### config.mk
export PLATFORM = sky130hd
export DESIGN_NAME = midi_reg_master
export DESIGN_NICKNAME = d
export VERILOG_FILES = /design/src/rtl/midi_reg_master.sv
export SDC_FILE = /design/constraint.sdc
export NUM_CORES = 1
export LEC_CHECK = 0
export BUFFER_PORTS_ARGS = -buffer_cell sky130_fd_sc_hd__buf_4
export CORE_ASPECT_RATIO = 0.6
export CORE_UTILIZATION = 39
export CTS_CLUSTER_DIAMETER = 100
export DETAILED_ROUTE_END_ITERATION = 6
export HOLD_SLACK_MARGIN = 0.03
export PLACE_DENSITY = 0.65
export SYNTH_ARGS = -nofsm -noshare
export SYNTH_HDL_FRONTEND = slang
export SYNTH_SLANG_ARGS = --single-unit
export TNS_END_PERCENT = 1
### constraint.sdc
create_clock -name clk -period 3.05 [get_ports clk]
set_clock_uncertainty 0.15 [all_clocks]
set_input_delay 0.305 -clock clk [delete_from_list [all_inputs] [get_ports clk]]
set_output_delay 0.305 -clock clk [all_outputs]
set_load 0.05 [all_outputs]
### src/rtl/midi_reg_master.sv
// midi_reg_master: decodes a MIDI byte stream into floppy control register
// writes. Note On/Off on two configured channels become single-cycle write
// requests; MIDI System Reset (0xFF) emits an "all off" write pair.
module midi_reg_master #(
  parameter logic [3:0] FLOPPY0_CH = 4'd0,
  parameter logic [3:0] FLOPPY1_CH = 4'd1
) (
  input  logic       clk,
  input  logic       rst,
  input  logic [7:0] rx_data,
  input  logic       new_rx_data,
  output logic [5:0] reg_addr,
  output logic       write,
  output logic       new_req,
  output logic [7:0] write_value
);

  // Parser states. PANIC0 is the cycle in which the floppy 0 off-write is
  // presented on the outputs; PANIC1 is the cycle for the floppy 1 off-write.
  typedef enum logic [2:0] {
    ST_IDLE   = 3'd0,
    ST_NOTE   = 3'd1,
    ST_VEL    = 3'd2,
    ST_SKIP   = 3'd3,
    ST_PANIC0 = 3'd4,
    ST_PANIC1 = 3'd5
  } state_t;

  // 0xF8..0xFE: realtime bytes, transparent to the parser.
  function automatic logic is_realtime(input logic [7:0] b);
    return (b[7:3] == 5'b11111) && (b != 8'hFF);
  endfunction

  // 0xF0..0xF7: system common / exclusive, cancels running status.
  function automatic logic is_sys_common(input logic [7:0] b);
    return (b[7:3] == 5'b11110);
  endfunction

  // 0x8n / 0x9n: Note Off / Note On channel status.
  function automatic logic is_note_status(input logic [7:0] b);
    return (b[7:5] == 3'b100);
  endfunction

  state_t          state_r, state_nxt_s;
  logic            kind_r, kind_nxt_s;        // 1 = Note On, 0 = Note Off
  logic            tgt_r, tgt_nxt_s;          // target floppy index
  logic [6:0]      note_r, note_nxt_s;        // note byte of message in flight
  logic [1:0][6:0] cur_note_r, cur_note_nxt_s;
  logic [1:0]      cur_en_r, cur_en_nxt_s;
  logic            req_s;
  logic [5:0]      addr_s;
  logic [7:0]      val_s;
  logic            vel_on_s;

  // Next-state, tracked-note update and request generation.
  always_comb begin
    state_nxt_s    = state_r;
    kind_nxt_s     = kind_r;
    tgt_nxt_s      = tgt_r;
    note_nxt_s     = note_r;
    cur_note_nxt_s = cur_note_r;
    cur_en_nxt_s   = cur_en_r;
    req_s          = 1'b0;
    addr_s         = reg_addr;
    val_s          = write_value;
    vel_on_s       = kind_r && (rx_data[6:0] != 7'd0);

    case (state_r)
      ST_PANIC0: begin
        // Floppy 0 off-write is on the outputs now; queue floppy 1.
        req_s       = 1'b1;
        addr_s      = 6'h01;
        val_s       = 8'h00;
        state_nxt_s = ST_PANIC1;
      end

      ST_PANIC1: begin
        // Incoming bytes are dropped for the whole panic sequence.
        state_nxt_s = ST_IDLE;
      end

      ST_IDLE, ST_NOTE, ST_VEL, ST_SKIP: begin
        if (new_rx_data) begin
          if (rx_data == 8'hFF) begin
            // System Reset: first off-write goes out right away.
            req_s        = 1'b1;
            addr_s       = 6'h00;
            val_s        = 8'h00;
            cur_en_nxt_s = 2'b00;
            state_nxt_s  = ST_PANIC0;
          end else if (is_realtime(rx_data)) begin
            state_nxt_s = state_r;
          end else if (is_sys_common(rx_data)) begin
            state_nxt_s = ST_IDLE;
          end else if (rx_data[7]) begin
            // Channel status: decoded fresh, aborting any partial message.
            if (is_note_status(rx_data) && (rx_data[3:0] == FLOPPY0_CH)) begin
              kind_nxt_s  = rx_data[4];
              tgt_nxt_s   = 1'b0;
              state_nxt_s = ST_NOTE;
            end else if (is_note_status(rx_data) && (rx_data[3:0] == FLOPPY1_CH)) begin
              kind_nxt_s  = rx_data[4];
              tgt_nxt_s   = 1'b1;
              state_nxt_s = ST_NOTE;
            end else begin
              state_nxt_s = ST_SKIP;
            end
          end else begin
            case (state_r)
              ST_NOTE: begin
                note_nxt_s  = rx_data[6:0];
                state_nxt_s = ST_VEL;
              end
              ST_VEL: begin
                // Message complete; stay in NOTE for running status.
                state_nxt_s = ST_NOTE;
                if (vel_on_s) begin
                  req_s                 = 1'b1;
                  addr_s                = {5'd0, tgt_r};
                  val_s                 = {1'b1, note_r};
                  cur_note_nxt_s[tgt_r] = note_r;
                  cur_en_nxt_s[tgt_r]   = 1'b1;
                end else if (cur_en_r[tgt_r] && (note_r == cur_note_r[tgt_r])) begin
                  req_s               = 1'b1;
                  addr_s              = {5'd0, tgt_r};
                  val_s               = {1'b0, cur_note_r[tgt_r]};
                  cur_en_nxt_s[tgt_r] = 1'b0;
                end else begin
                  req_s = 1'b0;
                end
              end
              default: begin
                // Data bytes in IDLE/SKIP carry no meaning here.
                state_nxt_s = state_r;
              end
            endcase
          end
        end else begin
          state_nxt_s = state_r;
        end
      end

      default: begin
        state_nxt_s = ST_IDLE;
      end
    endcase
  end

  // Parser state and per-floppy tracked note registers.
  always_ff @(posedge clk or negedge rst) begin
    if (!rst) begin
      state_r    <= ST_IDLE;
      kind_r     <= 1'b0;
      tgt_r      <= 1'b0;
      note_r     <= 7'd0;
      cur_note_r <= '{7'd0, 7'd0};
      cur_en_r   <= 2'b00;
    end else begin
      state_r    <= state_nxt_s;
      kind_r     <= kind_nxt_s;
      tgt_r      <= tgt_nxt_s;
      note_r     <= note_nxt_s;
      cur_note_r <= cur_note_nxt_s;
      cur_en_r   <= cur_en_nxt_s;
    end
  end

  // Registered request outputs; address/value hold between requests.
  always_ff @(posedge clk or negedge rst) begin
    if (!rst) begin
      new_req     <= 1'b0;
      write       <= 1'b0;
      reg_addr    <= 6'd0;
      write_value <= 8'd0;
    end else begin
      new_req     <= req_s;
      write       <= req_s;
      reg_addr    <= addr_s;
      write_value <= val_s;
    end
  end

endmodule

==> results of run 1 <==
## sequential cells by signal, summed over array words and instances (netlist names)
signal,cells
state_r,3
write_value,8
reg_addr,1
cur_note_r,14
kind_r,1
tgt_r,1
new_req,1
cur_en_r,2
note_r,7
## per-stage QoR
stage | power, W | utilization (%) | instance area, sq um | setup slack, ns
6_report | 0.00184 | 49.0 | 2290 | 0.550
5_1_grt | 0.00195 | 49.0 | 2290 | 0.377
4_1_cts | 0.00186 | 49.0 | 2290 | 0.565
3_5_place_dp | 0.00132 | 45.7 | 2140 | 0.401
3_3_place_gp | 0.00130 | 45.7 | 2140 | 0.451
2_1_floorplan | 0.00116 | - | 1970 | 0.851
## cell type report
cell class                 instances  area (sq um)
inverter                           2          7.51
clock buffer                       6          82.6
multi-input combinational        117           931
clock inverter                     2          60.1
timing repair buffer              24           183
tap                               63          78.8
sequential                        38           951
fill                             402          2390
## worst max path at each step
stage | cells past startpoint | slack, ns | endpoint | startpoint
floorplan | 6 | 0.85 | cur_note_r[10]$_DFFE_PN0P_ | rx_data[5]
global placement | 6 | 0.45 | cur_note_r[9]$_DFFE_PN0P_ | rx_data[5]
detailed placement | 7 | 0.40 | cur_en_r[1]$_DFFE_PN0P_ | rx_data[5]
CTS | 6 | 0.57 | write_value[3]$_DFFE_PN0P_ | tgt_r$_DFFE_PN0P_
global route | 6 | 0.38 | write_value[6]$_DFFE_PN0P_ | tgt_r$_DFFE_PN0P_
finish | 6 | 0.55 | write_value[1]$_DFFE_PN0P_ | tgt_r$_DFFE_PN0P_
## cells by family (layout without fill, tap and decap cells)
group / Yosys count / count (layout) / synth area share, %
AOI/OAI and AO/OA: 32 / 32 / 12.6
xor gates and xnor gates: 9 / 9 / 4.03
buffers and inverters: 15 / 34 / 4.60
DFF: 38 / 38 / 48.6
muxes: 31 / 31 / 18.7
other: 1 / 5 / 0.192
and+or+nand+nor: 40 / 40 / 11.3
## worst max-delay path, delay by kind of cell (launching register included)
kind                      cells  cell delay, ns
xor gates and xnor gates      1            0.10
muxes                         1            0.33
and+or+nand+nor               2            0.74
AOI/OAI and AO/OA             2            0.60
DFF                           1            0.50
## power groups by stage
stage	combinational [W]	sequential, W	clock, W
2_1_floorplan	0.000337	0.000824	0
3_3_place_gp	0.000536	0.000764	0
3_5_place_dp	0.000544	0.000773	0
4_1_cts	0.000548	0.000765	0.000546
5_1_grt	0.000600	0.000786	0.000561
6_report	0.000545	0.000766	0.000533
## metal layers
metal  vias up  global-route usage, %
met4         0                   9.23
met3         5                   4.74
met2        28                   27.1
met5         -                      0
li1        631                      -
met1       706                   24.5
## synthesized netlist by cell type, drive strengths merged
master / n
dfrtp: 38
mux2: 24
nand2: 11
o21ai: 11
buf: 10
mux2i: 7
o2bb2ai: 7
nor2: 6
xnor2: 6
a21oi: 4
nand3: 4
nor3: 4
clkbuf: 3
xor2: 3
a31oi: 2
and2: 2
and3: 2
inv: 2
nand2b: 2
nor2b: 2
a2111oi: 1
a211o: 1
a21boi: 1
a21o: 1
a22oi: 1
a41o: 1
and4: 1
conb: 1
nand4: 1
nor3b: 1
nor4: 1
o21bai: 1
o41ai: 1
or3b: 1
or4: 1
or4b: 1
## repair_timing
action                    4_1_cts  5_1_grt
setup buffers                   0        0
hold endpoints to repair       38        0
hold buffers                    1        0
==> results.yml, run 1 <==
outcome:
  status: "finished, final reports clean"
clocking:
  clock_sinks: 38
  clkLatencyLatePin_ns: 0.30
  cts_tree: "built"
  clk_pin_slew_worst_paths_ns: 0.07
  numCtsBuffers: 5
  h-tree-depth: 2
  cts_buffer_depth: 2
  post_cts_resized: 0
  cts-root-buf: "clkbuf_8"
min_path:
  min_to: "note_r[2]$_DFFE_PN0P_"
  holdPathStages: 2
  hp-start: "rx_data[2]"
  hold_path_class: "in2reg"
power_and_ir_drop:
  switching_share_pct: 33.3
  seq_power_share_pct: 41.5
  p_int_w: 0.00123
  p_leak_nw: 1.08
  powerDensity_nw_per_um2: 804
  ir_drop_mv: 0.284
  power.clock.fraction_pct: 28.9
  switchingPower_w: 0.000614
  comb_power_share_pct: 29.5
place:
  port_buffers: 21
  dp_cells: 243
  place_congestion: 0.843
  place_hpwl_mm: 3.05
sta:
  setup_viol: 0
  finalCriticalPeriod_ns: 2.50
  finalHoldViolations: 0
  fin_crit_sh_pct: 82.0
  tightest_slew_ns: 0.624
  max_slew_margin_pct: 58.4
  timing.setup.tns_ns: 0
  hold_ws_ns: 0.117
  maxSlewViolCount: 0
  max_freq_mhz: 400
  rsz0062_at_grt: "no"
job:
  maxCapViolCount: 0
logic_synthesis:
  avgSynthCellArea_sq_um: 11.8
  yosysTopAreaCellShare_pct: 48.6
  synthTopCellsByArea: "dfrtp_1 49%, mux2_2 9.8%, mux2_4 5.4%, mux2i_1 3.6%, o2bb2ai_1 3.1%"
  synth_cell_types: 41
  syn-cell-area_sq_um: 1960
  synth_area_leader_cell: "dfrtp_1"
  ys_seq_elements: 38
  netlist_instances: 166
  ys_warn_count: 0
  yosysSeqAreaShare_pct: 48.6
floorplan:
  initial_core_util_pct: 41.8
  die_h_microns: 56.9
  die_w_microns: 93.4
  core-area_sq_um: 4680
  rows: 19
  dieArea_sq_um: 5310
  ios: 27
final_layout:
  final_cell_mix: "38 x dfrtp_1, 23 x buf_4, 17 x mux2_2"
  drive_above_1_share_pct: 33.3
  fin_nets: 199
  final_common_cell: "dfrtp_1"
  syn_to_final_growth_pct: 17.2
  fin_cells: 252
  antenna_cells: 0
drt:
  dr.max_layer_used: "met4"
  wl_met3_microns: 193
  via_per_inst: 5.44
  met1Wirelength_mm: 2.01
  detail_route.first_pass.iterations: 4
  drt_iter0_drc: 102
  wl_per_cell_microns: 16.8
  wl_met2_mm: 1.97
  drc: 0
  via_count: 1370
  ant_nets: 0
  wl_mm: 4.23
setup_path:
  crit_chain: "mux2i_1, xnor2_1, nor4_1, a41o_2, nand3_1, o2bb2ai_1"
  reg2reg_depth: 6
  required_ns: 3.12
  crit_arrival_ns: 2.57
  cp-start-kind: "register"
  reg2reg_to: "write_value[1]$_DFFE_PN0P_"
  reg2reg_slack_ns: 0.55
  worstSetupPathType: "reg2reg"
  r2r-start: "tgt_r$_DFFE_PN0P_"
  cp-end-kind: "register"
  slowest_delay_ns: 0.50
  crit_slowest_cell: "dfrtp_1"
  worst-path-max-fanout: 7
grt:
  grt_pass1_vias: 1369
  grt_max_degree: 39
  antenna_found_initial: 0
  grt_overflow: 0
  track_usage_pct: 18.2
  grt_first_pass_wirelength_mm: 6.98
(Power assumes the default switching activity.)
==> inputs of run 2 (changes only) <==
- PLACE_DENSITY: 0.65 -> 0.67
- clock period: 3.05 -> 2.1 ns (I/O delays scaled with it)
==> run 2 against run 1 <==
Compared with the run above: the run now ends with negative setup slack left; routed wire length is 1.5% higher; clock power shrank 10%; combinational power grew 98%; non-clock buffer count increased by 28; setup slack worse by 0.67 ns; largest power group unchanged; largest cell class is now multi-input gates; global-route usage fell by 0.43 points.
==> results.yml, run 2 (same netlist as run 1, synthesis figures left out) <==
setup_path:
  crit_arrival_ns: 2.24
  worstSetupPathType: "reg2reg"
  worst-path-max-fanout: 8
  cp-start-kind: "register"
  cp-end-kind: "register"
  required_ns: 2.13
outcome:
  status: "complete, but fails checks"
  violations: "negative setup slack"
place:
  port_buffers: 21
  place_ws_ns: -0.222
  place_hpwl_mm: 3.03
  place_congestion: 0.763
  placed_area_sq_um: 2370
clocking:
  clock_sinks: 38
  h-tree-depth: 2
  clkLatencyLatePin_ns: 0.29
  cts-root-buf: "clkbuf_8"
  numCtsBuffers: 5
  cts_buffer_depth: 2
  clk_pin_slew_worst_paths_ns: 0.07
  cts_tree: "built"
sta:
  max_freq_mhz: 451
  fin_crit_sh_pct: 105
  rsz0062_at_grt: "yes"
  maxSlewViolCount: 0
  finalHoldViolations: 0
  finalCriticalPeriod_ns: 2.22
  setup_slack_ns: -0.115
  setup_viol: 9
  timing.setup.tns_ns: -0.853
drt:
  via_count: 1401
  wl_mm: 4.30
  detail_route.first_pass.iterations: 4
  drt_iter0_drc: 74
  ant_nets: 0
  drc: 0
  wl_per_cell_microns: 15.4
  via_per_inst: 5.02
final_layout:
  syn_to_final_growth_pct: 31.5
  largest_register: "cur_note_r"
  final_common_cell: "buf_4"
  final_area_sq_um: 2570
  final_cell_mix: "47 x buf_4, 37 x dfrtp_1, 17 x mux2_2"
  fill_cells: 411
  drive_above_1_share_pct: 48.6
  fin_nets: 227
  multi_input_area_sq_um: 1030
  ff_latch_area_sq_um: 952
  finalCoreUtilization_pct: 54.9
  antenna_cells: 0
  largest_reg_flops: 14
  reg.largest.list: "cur_note_r: 14 flops, write_value: 8 flops, note_r: 7 flops"
floorplan:
  ios: 27
  initial_core_util_pct: 41.8
  rows: 19
  core-area_sq_um: 4680
  die_w_microns: 93.4
  dieArea_sq_um: 5310
  die_h_microns: 56.9
grt:
  antenna_found_initial: 0
  grt_first_pass_wirelength_mm: 7.03
  track_usage_pct: 17.8
  grt_pass1_vias: 1371
  grt_overflow: 0
  grt_max_degree: 39
power_and_ir_drop:
  powerDensity_nw_per_um2: 1020
  ir_drop_mv: 0.561
  total_power_w: 0.00263
  p_leak_nw: 1.21
job:
  maxCapViolCount: 0
min_path:
  hold_path_class: "in2reg"
run 2: cell types whose count changed in the layout (fill, tap and decap cells not counted), sizes merged:
cell    change
buf        +28
clkbuf      -1
bufinv      -2
clkinv      +2
run 2: area by class of cell:
class	count	share of cell area (%)
Clock buffer	5	2.68
Clock inverter	2	0.389
Inverter	2	0.292
Multi-Input combinational cell	117	40.0
Sequential cell	38	37.0
Tap cell	63	3.06
Timing Repair Buffer	52	16.5
run 2: power by group:
part / switching, W / internal (W) / total (W)
sequential: 0.000161 / 0.000916 / 0.00108
combinational: 0.000534 / 0.000545 / 0.00108
clock: 0.000256 / 0.000223 / 0.000479
total: 0.000951 / 0.00168 / 0.00263
run 2: path summary, 6_finish.rpt:
| path | from | end | slack (ns) | cells after the start |
|---|---|---|---|---|
| setup / recovery | tgt_r$_DFFE_PN0P_ | write_value[0]$_DFFE_PN0P_ | -0.12 | 9 |
| hold / removal | rx_data[0] | note_r[0]$_DFFE_PN0P_ | 0.06 | 2 |
| setup reg to reg | tgt_r$_DFFE_PN0P_ | write_value[0]$_DFFE_PN0P_ | -0.12 | 9 |
| hold reg to reg | write_value[7]$_DFFE_PN0P_ | write_value[7]$_DFFE_PN0P_ | 0.33 | 1 |
| max in group asynchronous | rst | tgt_r$_DFFE_PN0P_ | 1.16 | 2 |
| min in group asynchronous | rst | write_value[7]$_DFFE_PN0P_ | 0.27 | 2 |
run 2: critical path: stages, from the launching register on:
cell	delay [ns]
dfrtp_2	0.49
buf_6	0.14
mux2i_4	0.24
xnor2_1	0.10
nor4_1	0.21
buf_4	0.17
a41o_4	0.25
a21boi_4	0.08
buf_12	0.16
o2bb2ai_2	0.11
run 2: metal layers:
metal	up-vias	GRT usage [%]	routed length [microns]
met2	20	25.0	1860
met5	-	0	0
li1	693	-	-
met4	0	5.49	46
met3	7	5.01	117
met1	681	26.2	2270
run 2: stage by stage:
| stage | instances | hold slack, ns |
|---|---|---|
| 3_5_place_dp | 270 | 0.0551 |
| 5_1_grt | 279 | 0.0608 |
| 3_3_place_gp | 270 | 0.0548 |
| 4_1_cts | 278 | 0.0599 |
| 6_report | 279 | 0.0591 |
| 2_1_floorplan | 170 | -0.236 |
run 2: timing repair:
| item | CTS | global route |
|---|---|---|
| endpoints found under the setup margin | 18 | 18 |
| cloned | 0 | 0 |
| hold buffers | 1 | 0 |
| pin swaps | 2 | 4 |
| buffers inserted | 0 | 2 |
| resized for setup | 6 | 15 |
| endpoints found under the hold margin | 38 | 0 |
